### src/rtl/dat_mem_arbiter_if.sv
// Requester and memory-side signals of the two-port data memory arbiter.
// The slave modport is the arbiter's view; the master modport drives requests and models the memory.
interface dat_mem_arbiter_if;
  logic       req0;
  logic       req1;
  logic       we0;
  logic       we1;
  logic [7:0] addr0;
  logic [7:0] addr1;
  logic [7:0] wdata0;
  logic [7:0] wdata1;
  logic       gnt0;
  logic       gnt1;
  logic [7:0] rdata0;
  logic [7:0] rdata1;
  logic [7:0] mem_addr;
  logic [7:0] mem_din;
  logic       mem_wr_en;
  logic [7:0] mem_dout;

  modport slave (
    input  req0, req1, we0, we1, addr0, addr1, wdata0, wdata1, mem_dout,
    output gnt0, gnt1, rdata0, rdata1, mem_addr, mem_din, mem_wr_en
  );

  modport master (
    output req0, req1, we0, we1, addr0, addr1, wdata0, wdata1, mem_dout,
    input  gnt0, gnt1, rdata0, rdata1, mem_addr, mem_din, mem_wr_en
  );
endinterface

### src/rtl/dat_mem_arbiter.sv
// Round-robin arbiter sharing one 8x256 data memory between two ports; grant 1 cycle after req, reads 0 cycles after grant.
// Backpressure: a losing port holds req until gnt; bursts are capped at MAX_BURST beats while the other port waits.
module dat_mem_arbiter #(
  parameter int MAX_BURST = 4
) (
  input  logic               clk,
  input  logic               rst_n,
  dat_mem_arbiter_if.slave   bus
);
  localparam int CW = $clog2(MAX_BURST) + 1;
  localparam logic [CW-1:0] CNT_LAST = CW'(MAX_BURST - 1);

  localparam logic [1:0] IDLE = 2'd0;
  localparam logic [1:0] OWN0 = 2'd1;
  localparam logic [1:0] OWN1 = 2'd2;

  logic [1:0]    state;
  logic          last_owner;
  logic [CW-1:0] beat_cnt;
  logic          own0;
  logic          own1;

  always_ff @(posedge clk or negedge rst_n) begin
    if (!rst_n) begin
      state      <= IDLE;
      last_owner <= 1'b1;
      beat_cnt   <= '0;
    end else begin
      case (state)
        IDLE: begin
          // On a tie the port that did not own the memory last wins.
          if (bus.req0 && (!bus.req1 || last_owner)) begin
            state      <= OWN0;
            last_owner <= 1'b0;
            beat_cnt   <= '0;
          end else if (bus.req1) begin
            state      <= OWN1;
            last_owner <= 1'b1;
            beat_cnt   <= '0;
          end
        end
        OWN0: begin
          if (bus.req0 && !(bus.req1 && beat_cnt == CNT_LAST)) begin
            if (beat_cnt != CNT_LAST) beat_cnt <= beat_cnt + CW'(1);
          end else if (bus.req1) begin
            state      <= OWN1;
            last_owner <= 1'b1;
            beat_cnt   <= '0;
          end else begin
            state <= IDLE;
          end
        end
        OWN1: begin
          if (bus.req1 && !(bus.req0 && beat_cnt == CNT_LAST)) begin
            if (beat_cnt != CNT_LAST) beat_cnt <= beat_cnt + CW'(1);
          end else if (bus.req0) begin
            state      <= OWN0;
            last_owner <= 1'b0;
            beat_cnt   <= '0;
          end else begin
            state <= IDLE;
          end
        end
        default: state <= IDLE;
      endcase
    end
  end

  assign own0 = (state == OWN0);
  assign own1 = (state == OWN1);

  assign bus.gnt0 = own0;
  assign bus.gnt1 = own1;

  // Steering follows the async-reset state, so reset kills a pending write before its falling edge.
  assign bus.mem_addr  = own0 ? bus.addr0  : (own1 ? bus.addr1  : 8'h00);
  assign bus.mem_din   = own0 ? bus.wdata0 : (own1 ? bus.wdata1 : 8'h00);
  assign bus.mem_wr_en = (own0 & bus.req0 & bus.we0) | (own1 & bus.req1 & bus.we1);

  assign bus.rdata0 = own0 ? bus.mem_dout : 8'h00;
  assign bus.rdata1 = own1 ? bus.mem_dout : 8'h00;
endmodule

### src/flat_wrapper.sv
// flat-port wrapper written by rule: the top's interface ports become plain ports
module dat_mem_arbiter_flat 
#(
  parameter int MAX_BURST = 4
)
  (clk, rst_n, bus_req0, bus_req1, bus_we0, bus_we1, bus_addr0, bus_addr1, bus_wdata0, bus_wdata1, bus_mem_dout, bus_gnt0, bus_gnt1, bus_rdata0, bus_rdata1, bus_mem_addr, bus_mem_din, bus_mem_wr_en);
  dat_mem_arbiter_if bus_i ();
  input  logic clk;
  input  logic rst_n;
  input wire logic [$bits(bus_i.req0)-1:0] bus_req0;
  input wire logic [$bits(bus_i.req1)-1:0] bus_req1;
  input wire logic [$bits(bus_i.we0)-1:0] bus_we0;
  input wire logic [$bits(bus_i.we1)-1:0] bus_we1;
  input wire logic [$bits(bus_i.addr0)-1:0] bus_addr0;
  input wire logic [$bits(bus_i.addr1)-1:0] bus_addr1;
  input wire logic [$bits(bus_i.wdata0)-1:0] bus_wdata0;
  input wire logic [$bits(bus_i.wdata1)-1:0] bus_wdata1;
  input wire logic [$bits(bus_i.mem_dout)-1:0] bus_mem_dout;
  output wire logic [$bits(bus_i.gnt0)-1:0] bus_gnt0;
  output wire logic [$bits(bus_i.gnt1)-1:0] bus_gnt1;
  output wire logic [$bits(bus_i.rdata0)-1:0] bus_rdata0;
  output wire logic [$bits(bus_i.rdata1)-1:0] bus_rdata1;
  output wire logic [$bits(bus_i.mem_addr)-1:0] bus_mem_addr;
  output wire logic [$bits(bus_i.mem_din)-1:0] bus_mem_din;
  output wire logic [$bits(bus_i.mem_wr_en)-1:0] bus_mem_wr_en;
  assign bus_i.req0 = bus_req0;
  assign bus_i.req1 = bus_req1;
  assign bus_i.we0 = bus_we0;
  assign bus_i.we1 = bus_we1;
  assign bus_i.addr0 = bus_addr0;
  assign bus_i.addr1 = bus_addr1;
  assign bus_i.wdata0 = bus_wdata0;
  assign bus_i.wdata1 = bus_wdata1;
  assign bus_i.mem_dout = bus_mem_dout;
  assign bus_gnt0 = bus_i.gnt0;
  assign bus_gnt1 = bus_i.gnt1;
  assign bus_rdata0 = bus_i.rdata0;
  assign bus_rdata1 = bus_i.rdata1;
  assign bus_mem_addr = bus_i.mem_addr;
  assign bus_mem_din = bus_i.mem_din;
  assign bus_mem_wr_en = bus_i.mem_wr_en;
  dat_mem_arbiter #(.MAX_BURST(MAX_BURST)) u_core (.clk(clk), .rst_n(rst_n), .bus(bus_i));
endmodule
### config.mk
export PLATFORM = sky130hd
export DESIGN_NAME = dat_mem_arbiter_flat
export DESIGN_NICKNAME = d
export VERILOG_FILES = /design/src/rtl/dat_mem_arbiter_if.sv /design/src/rtl/dat_mem_arbiter.sv /design/src/flat_wrapper.sv
export SDC_FILE = /design/constraint.sdc
export NUM_CORES = 1
export LEC_CHECK = 0
export CELL_PAD_IN_SITES_DETAIL_PLACEMENT = 0
export CELL_PAD_IN_SITES_GLOBAL_PLACEMENT = 1
export CORE_MARGIN = 5
export CORE_UTILIZATION = 19
export CTS_CLUSTER_DIAMETER = 40
export CTS_CLUSTER_SIZE = 30
export DETAILED_ROUTE_END_ITERATION = 8
export HOLD_SLACK_MARGIN = 0.02
export PLACE_DENSITY = 0.89
export SLEW_MARGIN = 10
export SYNTH_ARGS = -nofsm -noshare
export SYNTH_HDL_FRONTEND = slang
export SYNTH_SLANG_ARGS = --single-unit
### constraint.sdc
create_clock -name clk -period 1.99 [get_ports clk]
set_input_delay 0.2985 -clock clk [delete_from_list [all_inputs] [get_ports clk]]
set_output_delay 0.2985 -clock clk [all_outputs]
set_load 0.03 [all_outputs]
Word-level counts from Yosys, hierarchy flattened
Index checks and enable logic that the tools add are counted.
- $add $sub $neg: 1
- eq/ne operators: 9
- mux-type cells: 26
- bitwise gates (word level): 5
- reduce and logical (&&, ||, !) cells: 14
- operator list (cell ; count):
    2-to-1 mux 8 bit ; 6
    2-to-1 mux 3 bit ; 6
    2-to-1 mux 2 bit ; 5
    one-hot mux 3 bit (3 select lines) ; 1
    2-to-1 mux 1 bit ; 6
    inequality test 2 bit, second input constant ; 3
    inequality test 3 x 2 -> 1 bit, second input constant ; 2
    one-hot mux 2 bit (3 select lines) ; 1
    logical AND 1 bit ; 5
    AND 1 bit ; 4
    AND reduction 4 bit ; 1
    adder 3 x 1 -> 3 bit, second input constant ; 1
    == test 3 x 2 -> 1 bit, second input constant ; 1
    zero test 1 bit ; 3
    inequality test 3 bit, second input constant ; 1
    one-hot mux 1 bit (3 select lines) ; 1
    AND reduction 3 bit ; 1
    nonzero test 3 bit ; 1
    == test 2 x 1 -> 1 bit, second input constant ; 1
    == test 2 bit, second input constant ; 1
    zero test 2 bit ; 1
    AND reduction 2 bit ; 1
    logical OR 1 bit ; 1
    OR 1 bit ; 1
- flip-flop bits (word level): 6
- input port bits: 46
- word-level logic and storage cells: 58

Longest topological paths before layout
- depth in word-level cells: 6
- gate-level depth with buffers: 7

Least setup slack after synthesis
OpenSTA, ideal clock, no wires.
- kind: reg-to-output
- start point: register u_core.state[0]
- end point: output bus_mem_addr[0]
- arrival time: 1.940 ns
- setup slack: -0.249 ns
- stages on the path, launching flop included: 7
- path buffers: 2
- cells stage by stage: dfrtp_1 > inv_1 > ha_1 > nor2b_1 > clkbuf_1 > clkbuf_1 > a22o_1
- longest elaborated chain between the ends: 3
- elaborated cells on any way between the ends: 4
- RTL lines (item ; line ; text):
    from (decl) ; dat_mem_arbiter.sv:17 ; logic [1:0] state;
    from (signal assigned) ; dat_mem_arbiter.sv:25 ; state <= IDLE;
    from (signal assigned) ; dat_mem_arbiter.sv:33 ; state <= OWN0;
    from (signal assigned) ; dat_mem_arbiter.sv:37 ; state <= OWN1;
    == test 2 bit ; dat_mem_arbiter.sv:70 ; assign own1 = (state == OWN1);
    net bus_gnt1 ; flat_wrapper.sv:20 ; output wire logic [$bits(bus_i.gnt1)-1:0] bus_gnt1;
    2-to-1 mux 8 bit (2 in series) ; dat_mem_arbiter.sv:76 ; assign bus.mem_addr = own0 ? bus.addr0 : (own1 ? bus.addr1 : 8'h00);
    to (decl) ; flat_wrapper.sv:23 ; output wire logic [$bits(bus_i.mem_addr)-1:0] bus_mem_addr;
The timed path passes the listed nets, and every way through them passes these cells.

Final worst setup path
- start point: register u_core.state[1]
- end point: output bus_mem_din[4]
- longest elaborated chain between the ends: 3
- elaborated cells on any way between the ends: 4
- RTL lines (item ; line ; text):
    == test 2 bit ; dat_mem_arbiter.sv:70 ;
    2-to-1 mux 8 bit ; dat_mem_arbiter.sv:77 ; assign bus.mem_din = own0 ? bus.wdata0 : (own1 ? bus.wdata1 : 8'h00);
    2-to-1 mux 8 bit (*) ; dat_mem_arbiter.sv:77 ;
    to (decl) ; flat_wrapper.sv:24 ; output wire logic [$bits(bus_i.mem_din)-1:0] bus_mem_din;
Every way passes the cells marked *; elsewhere a longest branch is shown, timed or not.

==> results.py <==
metrics = {
    "synth": {
        "synth-seq-cells": 6,
        "syn_avg_cell_area_um2": 8.43,
        "post_synth_inst_count": 95,
        "ys_warn_count": 0,
        "syn_nets": 146,
        "yosysUniqueCellTypes": 32,
        "synth_area_um2": 801,
        "seq_area_frac_synth_pct": 18.9,
    },
    "timing": {
        "max_clock_freq_mhz": 526,
        "period_minus_slack_ps": 1900,
        "skew_ps": 4.86,
        "setup_viol": 0,
        "setup_tns_ps": 0,
        "hold_violations": 0,
        "worst_slew_pin_slew_ps": 340,
        "slew_headroom_pct": 77.3,
        "rsz0062_at_grt": "no",
        "final-max-slew-violation-count": 0,
        "period_share_pct": 95.5,
        "setup_ws_ps": 89.6,
    },
    "die": {
        "ios": 81,
        "dieArea_um2": 5610,
        "rows": 23,
        "initial_core_util_pct": 19.7,
        "core_um2": 4060,
        "die_h_um": 74.9,
        "die_w_um": 74.9,
    },
    "setup_path": {
        "end_kind": "primary output",
        "r2r_slack_ps": 160,
        "required_ps": 1690,
        "critPathMaxFanout": 8,
        "cp.arrival_ps": 1600,
        "critPathKind": "reg -> out",
        "start_kind": "flop",
    },
    "global_routing": {
        "grt_max_degree": 19,
        "grt_overflow_total": 0,
        "grtUsageTotal_pct": 9.87,
        "grt_antenna_before_repair": 0,
        "grt_pass1_vias": 1007,
        "grt_pass1_wl_mm": 4.49,
    },
    "power": {
        "pwr-share-clk_pct": 8.7,
        "p_per_area_nw_per_um2": 1300,
        "seqPwrFrac_pct": 9.0,
        "peakVddDrop_v": 0.000438,
        "p_total_mw": 2.21,
        "p_switching_mw": 1.09,
        "leakagePower_nw": 0.768,
        "p_comb_share_pct": 82.3,
        "switching_share_pct": 49.6,
        "internal-power_mw": 1.11,
    },
    "clock_network": {
        "cts_sinks": 6,
        "htreeDepth": 1,
        "root_buffer": "clkbuf_8",
        "clk_pin_slew_ps": 40,
        "cts_made_buffers": 3,
        "ctsLongestPathBuffers": 2,
        "cts_tree": "built",
        "worstSkewPairLatency_ps": 220,
    },
    "status": {
        "outcome": "finished clean",
    },
    "finish": {
        "fin_nets": 232,
        "fillers": 407,
        "antenna_cells": 0,
        "finalInstanceArea_um2": 1690,
        "drive_gt1_share_pct": 36.1,
        "area_delta_synth_final_pct": 112,
    },
    "route": {
        "first_pass_iters": 4,
        "avgRoutedWirePerCell_um": 13.8,
        "drt-total-wl_mm": 3.17,
        "first_iter_violations": 13,
        "ant_nets": 0,
        "dr_total_vias": 1020,
        "via_per_inst": 4.43,
        "drc": 0,
    },
    "place": {
        "pre_cts_ws_ps": 54.7,
        "gp_congestion": 0.741,
        "dpl_cell_area_um2": 1630,
        "io_buffers": 80,
        "dp_hpwl_mm": 2.60,
    },
    "min_path": {
        "hold_class": "in -> async",
    },
    "flow_run": {
        "drv_cap": 0,
    },
}
-- routing by layer --
layer	share of wire [%]	routed length, um	GRT usage [%]	vias to the layer above
met3	17	538	3.74	2
met5	0	0	0	-
met2	44	1400	17.0	57
met1	39	1230	11.8	442
met4	0.25	8	1.78	0
li1	-	-	-	519
-- sequential cells by signal, indices dropped and copies added, names as in the netlist --
name               cells
u_core.last_owner      1
u_core.beat_cnt        3
u_core.state           2
-- power groups by stage --
stage	combinational [mW]	clock (mW)	sequential [mW]
2_1_floorplan	1.16	0	0.189
5_1_grt	1.96	0.202	0.205
4_1_cts	1.79	0.197	0.198
3_5_place_dp	1.79	0	0.196
6_report	1.82	0.191	0.199
3_3_place_gp	1.79	0	0.195
-- cell usage after synthesis --
library cell / number / area share [%]
mux2i_1: 1 / 1.3
ha_1: 5 / 7.8
nand2b_1: 2 / 1.6
inv_1: 5 / 2.3
mux2_1: 1 / 1.4
nand2_1: 2 / 0.94
a311o_1: 1 / 1.3
o2bb2ai_1: 1 / 1.1
a22oi_1: 1 / 0.94
clkbuf_1: 6 / 2.8
or3b_1: 1 / 1.1
a22o_4: 1 / 2.2
dfrtp_1: 5 / 16
or2b_1: 1 / 0.94
nand3b_1: 2 / 1.9
a221oi_2: 1 / 1.9
a21oi_2: 1 / 1.1
a21oi_1: 4 / 2.5
o21ai_1: 2 / 1.3
o21ai_2: 1 / 1.1
a2111o_1: 1 / 1.4
or4b_4: 1 / 1.7
o21ai_0: 2 / 1.3
a22o_1: 17 / 19
nor2_1: 3 / 1.4
o211ai_1: 1 / 0.94
and2_4: 1 / 1.1
dfstp_2: 1 / 3.3
buf_6: 1 / 1.4
a31oi_1: 2 / 1.6
nor2b_1: 3 / 2.3
and2_1: 18 / 14
-- layout by cell type, fill, tap and decap left out, types with 2 or more instances in the layout --
cell / n
inv_1: 4
a22o_2: 12
a21oi_1: 4
nand2b_1: 2
dfrtp_1: 5
a31oi_1: 2
nand2_1: 2
o21ai_0: 2
nor2b_1: 2
nand3b_1: 2
o21ai_1: 2
a22o_1: 5
clkbuf_8: 3
dlygate4sd2_1: 4
nor2_1: 3
clkdlybuf4s50_1: 45
buf_4: 37
ha_1: 3
and2_1: 18
-- critical path, cell delays in order (launching register included) --
cell      delay, ps
dfrtp_1         420
inv_1           100
ha_2            250
nor2b_4          60
clkbuf_4        170
a22o_2          210
buf_4           160
-- cell type report --
cell class | count | area [um^2] | share of cell area (%)
inverters | 5 | 18.8 | 1.11
multi-input cells | 77 | 634 | 37.4
flip-flops and latches | 6 | 151 | 8.94
repair buffers | 88 | 782 | 46.2
clock buffers | 4 | 45.0 | 2.66
well taps | 50 | 62.6 | 3.69
-- kinds of logic (layout without fill, tap and decap cells) --
logic type	after synthesis	count (layout)	share of synthesized area (%)
flip-flops	6	6	18.9
multiplexers	2	2	2.66
AND/OR/NAND/NOR	34	34	27.0
AO/OA/AOI/OAI	36	36	37.0
buffers and inverters	12	97	6.56
adder cells (fa/ha/maj)	5	5	7.81
-- stage by stage --
stage / hold WS, ps / util, % / std cells
after floorplan: 2.91 / - / 95
after global placement: 511 / 40.1 / 225
after detailed placement: 519 / 40.1 / 225
after CTS: 345 / 41.3 / 229
after global routing: 358 / 41.8 / 230
final: 330 / 41.8 / 230
-- final timing paths --
kind	to	from	cells past startpoint
min in group clk	u_core.beat_cnt[2]$_DFFE_PN0P_	u_core.beat_cnt[2]$_DFFE_PN0P_	1
worst min-delay path	u_core.beat_cnt[0]$_DFFE_PN0P_	rst_n	1
worst max-delay path	bus_mem_din[4]	u_core.state[1]$_DFFE_PN0P_	6
worst max register to register	u_core.beat_cnt[2]$_DFFE_PN0P_	u_core.state[1]$_DFFE_PN0P_	6
worst min register to register	u_core.beat_cnt[2]$_DFFE_PN0P_	u_core.beat_cnt[2]$_DFFE_PN0P_	1
max in group asynchronous	u_core.last_owner$_DFFE_PN1P_	rst_n	1
-- what timing repair did --
action                     4_1_cts  5_1_grt
gates cloned                     0        1
hold buffers                     0        0
pin swaps                        0        0
gates resized for setup          5        5
setup endpoints to repair       20       16
buffers inserted                 0        0
No activity file was read; power rests on OpenSTA's default activity.
